--- src/rtl/pool_window_reorder.sv ---
// Reorders a row-major pixel stream into 2x2-window order for the max-pooler,
// or forwards it unchanged (1-cycle latency) when pooling is off for the frame.
module pool_window_reorder #(
   parameter int DATA_W = 8,
   parameter int WIDTH  = 8,
   parameter int HEIGHT = 8
) (
   input  logic                     clk,
   input  logic                     reset,
   input  logic                     clr_i,
   input  logic                     en_mp_i,
   input  logic                     in_valid_i,
   input  logic signed [DATA_W-1:0] in_i,
   output logic                     in_ready_o,
   output logic signed [DATA_W-1:0] out_o,
   output logic                     out_en_o,
   output logic                     frame_done_o,
   output logic [1:0]               dbg_state_o
);

   localparam int CW = (WIDTH > 1) ? $clog2(WIDTH) : 1;
   localparam int RW = (HEIGHT > 1) ? $clog2(HEIGHT) : 1;
   localparam logic [CW-1:0] COL_LAST = CW'(WIDTH - 1);
   localparam logic [RW-1:0] ROW_LAST = RW'(HEIGHT - 1);

   typedef enum logic [1:0] {
      EVEN  = 2'd0,
      ODD_A = 2'd1,
      ODD_B = 2'd2
   } state_t;

   // Handshake: a pixel transfers on a rising edge where in_valid_i & in_ready_o
   // and clr_i is low; in_ready_o depends only on state, never on in_valid_i.

   state_t                    state_q;
   logic [CW-1:0]             col_q;
   logic [RW-1:0]             row_q;
   logic                      mode_q;
   logic signed [DATA_W-1:0]  out_q;
   logic                      out_en_q;
   logic                      frame_done_q;
   logic signed [DATA_W-1:0]  hold_q;
   logic                      hold_last_col_q;
   logic                      hold_last_frame_q;
   logic signed [DATA_W-1:0]  linebuf_q [WIDTH];

   logic accept;
   logic at_start;
   logic col_last;
   logic row_last;
   logic pool_mode;

   assign in_ready_o = (state_q != ODD_B);
   assign accept     = in_valid_i & in_ready_o & ~clr_i;
   assign at_start   = (col_q == '0) && (row_q == '0);
   assign col_last   = (col_q == COL_LAST);
   assign row_last   = (row_q == ROW_LAST);
   // A pending ODD_B beat of the previous frame still belongs to pool mode even
   // though the counters have already wrapped to (0,0).
   assign pool_mode  = (state_q != EVEN) | (at_start ? en_mp_i : mode_q);

   always_ff @(posedge clk or negedge reset) begin
      if (!reset) begin
         state_q           <= EVEN;
         col_q             <= '0;
         row_q             <= '0;
         mode_q            <= 1'b1;
         out_q             <= '0;
         out_en_q          <= 1'b0;
         frame_done_q      <= 1'b0;
         hold_q            <= '0;
         hold_last_col_q   <= 1'b0;
         hold_last_frame_q <= 1'b0;
      end else if (clr_i) begin
         state_q           <= EVEN;
         col_q             <= '0;
         row_q             <= '0;
         mode_q            <= 1'b1;
         out_q             <= '0;
         out_en_q          <= 1'b0;
         frame_done_q      <= 1'b0;
         hold_q            <= '0;
         hold_last_col_q   <= 1'b0;
         hold_last_frame_q <= 1'b0;
      end else begin
         out_en_q     <= 1'b0;
         frame_done_q <= 1'b0;
         if (accept) begin
            if (at_start) mode_q <= en_mp_i;
            if (col_last) begin
               col_q <= '0;
               row_q <= row_last ? '0 : row_q + 1'b1;
            end else begin
               col_q <= col_q + 1'b1;
            end
         end
         if (!pool_mode) begin
            if (accept) begin
               out_q        <= in_i;
               out_en_q     <= 1'b1;
               frame_done_q <= col_last & row_last;
            end
         end else begin
            case (state_q)
               EVEN: begin
                  if (accept && col_last) begin
                     state_q      <= row_last ? EVEN : ODD_A;
                     frame_done_q <= row_last;
                  end
               end
               ODD_A: begin
                  if (accept) begin
                     hold_q            <= in_i;
                     out_q             <= linebuf_q[col_q];
                     out_en_q          <= 1'b1;
                     hold_last_col_q   <= col_last;
                     hold_last_frame_q <= col_last & row_last;
                     state_q           <= ODD_B;
                  end
               end
               ODD_B: begin
                  out_q        <= hold_q;
                  out_en_q     <= 1'b1;
                  frame_done_q <= hold_last_frame_q;
                  state_q      <= hold_last_col_q ? EVEN : ODD_A;
               end
               default: state_q <= EVEN;
            endcase
         end
      end
   end

   // Line buffer holds the even row; its contents need no reset.
   always_ff @(posedge clk) begin
      if (accept && pool_mode && (state_q == EVEN)) linebuf_q[col_q] <= in_i;
   end

   assign out_o        = out_q;
   assign out_en_o     = out_en_q;
   assign frame_done_o = frame_done_q;
   assign dbg_state_o  = state_q;

endmodule
--- config.mk ---
export PLATFORM = sky130hd
export DESIGN_NAME = pool_window_reorder
export DESIGN_NICKNAME = d
export VERILOG_FILES = /design/src/rtl/pool_window_reorder.sv
export SDC_FILE = /design/constraint.sdc
export NUM_CORES = 1
export LEC_CHECK = 0
export CAP_MARGIN = 30
export CORE_MARGIN = 2
export CORE_UTILIZATION = 60
export CTS_BUF_LIST = sky130_fd_sc_hd__clkbuf_4 sky130_fd_sc_hd__clkbuf_8
export DETAILED_ROUTE_END_ITERATION = 12
export PLACE_DENSITY = 0.83
export SLEW_MARGIN = 20
export SYNTH_ARGS = -nofsm -noshare
export SYNTH_HDL_FRONTEND = slang
export SYNTH_SLANG_ARGS = --single-unit
--- constraint.sdc ---
create_clock -name clk -period 3.2 [get_ports clk]
set_input_delay 0.64 -clock clk [delete_from_list [all_inputs] [get_ports clk]]
set_output_delay 0.64 -clock clk [all_outputs]
set_load 0.03 [all_outputs]
==> impl_results.md <==
- Fillers: 488
- Final Critical Period: 2.74 ns
- CP arrival: around 2.1 ns
- CORE AREA: 0.00683 mm^2
- Worst setup SP type: flip-flop
- Most frequent cells in the layout: edfxtp_1 (64), mux2i_1 (44), nand2_1 (40), dfrtp_1 (27), nor2_1 (26)
- Worst slew pin tran: 0.702 ns
- Worst Skew: 0.0182 ns
- Ys flop type: edfxtp_1
- Wire length per cell: 17.5 um
- RSZ-0062 raised after global routing: false
- DP Area: 0.00470 mm^2
- Syn avg cell area: 12.8 um^2
- Maxcap violations: 0
- Vias in the first global route: ~2700
- # Post-CTS Setup Buffers: 0
- Worst min path class: flip-flop to flip-flop
- Die H: 88.4 um
- CTS tree: yes
- Setup TNS Final: 0 ns
- Antenna-violating nets left: 0
- Setup crit end kind: primary output
- Ys Warns: 0
- Mapped cell area: 0.00428 mm^2
- PostCTS Resize Cnt: 0
- Pins Over Slew Limit: 0
- First-pass GRT wire length: around 13000 um
- Die ar.: 0.00782 mm^2
- Final WL: 8240 um
- Worst EP required: 2.56 ns
- F_max: between 300 and 400 MHz
- Outcome: finished, final reports clean
- Cell Pwr Density: 499 mW/mm^2
- Util after Layout: 71.8%
- Seq/Total Area, Yosys: 61.9%
- Final worst-path cycle share: between 80% and 90%
- Worst Path Max Fanout: 15
- Max Root-Sink Buffers: 2
- GP Congestion: about 0.8
- Dpl hpwl: 5530 um
- CTS Buf Count: 9
- Worst R2R Path Depth: 8
- TritonCTS Sinks: 93
- Yosys cell types: 36
- Clk pin slew, worst setup/hold paths: 0.10 ns
- EDFF count, synth: 64
- Row count: 30
- Tot Pwr: 2.45 mW
- Final #Nets: ~400
- I/O Buffers: 25
- Leakage Power: about 1.9 nW
- Die Width: between 80 and 90 um
- Root Driver: clkbuf_8
- Setup violators final: 0
- Mapped Cells: 335
- Final Hold Vio Count: 0
- Initial DRC count: 251
- DRC: 0
- Clk_lat worst skew: 0.36 ns
- Via count: ~2700
- Synthesized net count: approximately 360
- Gr ovfl total: 0
- Slew headroom: 53.0%
- Vias/cell: 5.65
- Commonest non-fill, non-tap cell in the layout: edfxtp_1
- Largest net degree at the start of global routing: 37
- Total track usage: between 20 and 25%
- Hold depth: 2
- Initial Util: 62.6%
- Number of diodes: 0
- Kind of critical path: flip-flop to primary output
- DRT Pass-1 Iters: 4
- Non-Filler Cell Area, Final: 0.00490 mm^2
- IO Pins: 26
- Share of cells above drive strength 1: 13.3%
- Register bit total from synthesis: 93
- Worst vdd ir: 0.237 mV
- Area growth syn-to-layout: 14.7%
- H-tree Lvls: 3
- FFs w/ async S/R, synth: 31.2%
- Hold Buf Count CTS: 0
- Number of antenna violations at the first check in global routing: 0
## Yosys cell counts (all sizes together) (8+ instances only)
library cell	instances	area (um^2)
a22oi	8	60.1
nand4	8	50.1
mux2i	45	463
and2	9	56.3
nand2b	10	62.6
nand2	40	150
dfrtp	28	701
buf	10	53.8
ha	11	138
nor2b	8	57.6
o22ai	9	56.3
mux2	8	90.1
inv	8	30.0
edfxtp	64	1920
nor2	26	97.6
clkbuf	9	33.8
o21ai	9	45.0
## power breakdown
part	internal (mW)	switching, mW	leakage [nW]	total [mW]
Sequential	1.33	0.0189	0.958	1.35
Combinational	0.136	0.183	0.808	0.319
Clock	0.375	0.409	0.101	0.784
## critical path, stage by stage, from the launching register on
cell and delay, ns:
dfrtp_1 0.46, inv_1 0.10, ha_1 0.20, buf_4 0.18, inv_1 0.12, clkdlybuf4s50_1 0.68
## kinds of logic (layout without fill, tap and decap cells)
| kind of cell | count (synthesis) | count (layout) | synth area share (%) |
|---|---|---|---|
| buf+inv | 27 | 68 | 2.75 |
| flops | 93 | 93 | 61.9 |
| mux | 53 | 53 | 12.9 |
| compound gates | 39 | 39 | 6.17 |
| fa+ha+maj | 11 | 11 | 3.22 |
| simple gates | 112 | 112 | 13.0 |
## metal layers
metal | GRT usage, % | share of wire (%) | vias up
met5 | 0 | 0 | -
li1 | - | - | 1280
met1 | 30.6 | 42 | 1289
met4 | 9.23 | 2.6 | 0
met2 | 37.0 | 49 | 79
met3 | 5.41 | 5.5 | 18
## layout make-up
type	count	area, um^2	share of cell area (%)
flip-flops and latches	93	2650	54.0
inverters	8	30.0	0.612
clock inverters	6	68.8	1.40
repair buffers	44	393	8.01
clock buffers	10	131	2.68
multi-input cells	215	1510	30.8
well taps	96	120	2.45
## path summary, 6_finish.rpt
check	to	slack, ns	from
max	in_ready_o	0.46	dbg_state_o[0]
min	hold_q[7]	0.48	hold_q[7]
max reg2reg	linebuf_q[0][5]	0.68	col_q[1]
min reg2reg	hold_q[7]	0.48	hold_q[7]
max in group asynchronous	mode_q	2.24	reset
min in group asynchronous	dbg_state_o[0]	0.65	reset
## state kept, by name, summed over array words and instances (netlist names), 2 cells and up
register / cells
col_q: 3
dbg_state_o: 2
hold_q: 8
linebuf_q: 64
out_o: 8
row_q: 3
## metrics by stage
stage	hold slack, ns	instances	setup WS, ns
after floorplan	0.344	335	0.531
after global placement	0.453	456	0.612
after detailed placement	0.463	456	0.470
after CTS	0.484	472	0.458
after global routing	0.510	472	0.352
final	0.484	472	0.465
Note: power is estimated with default switching activity, not from simulation.
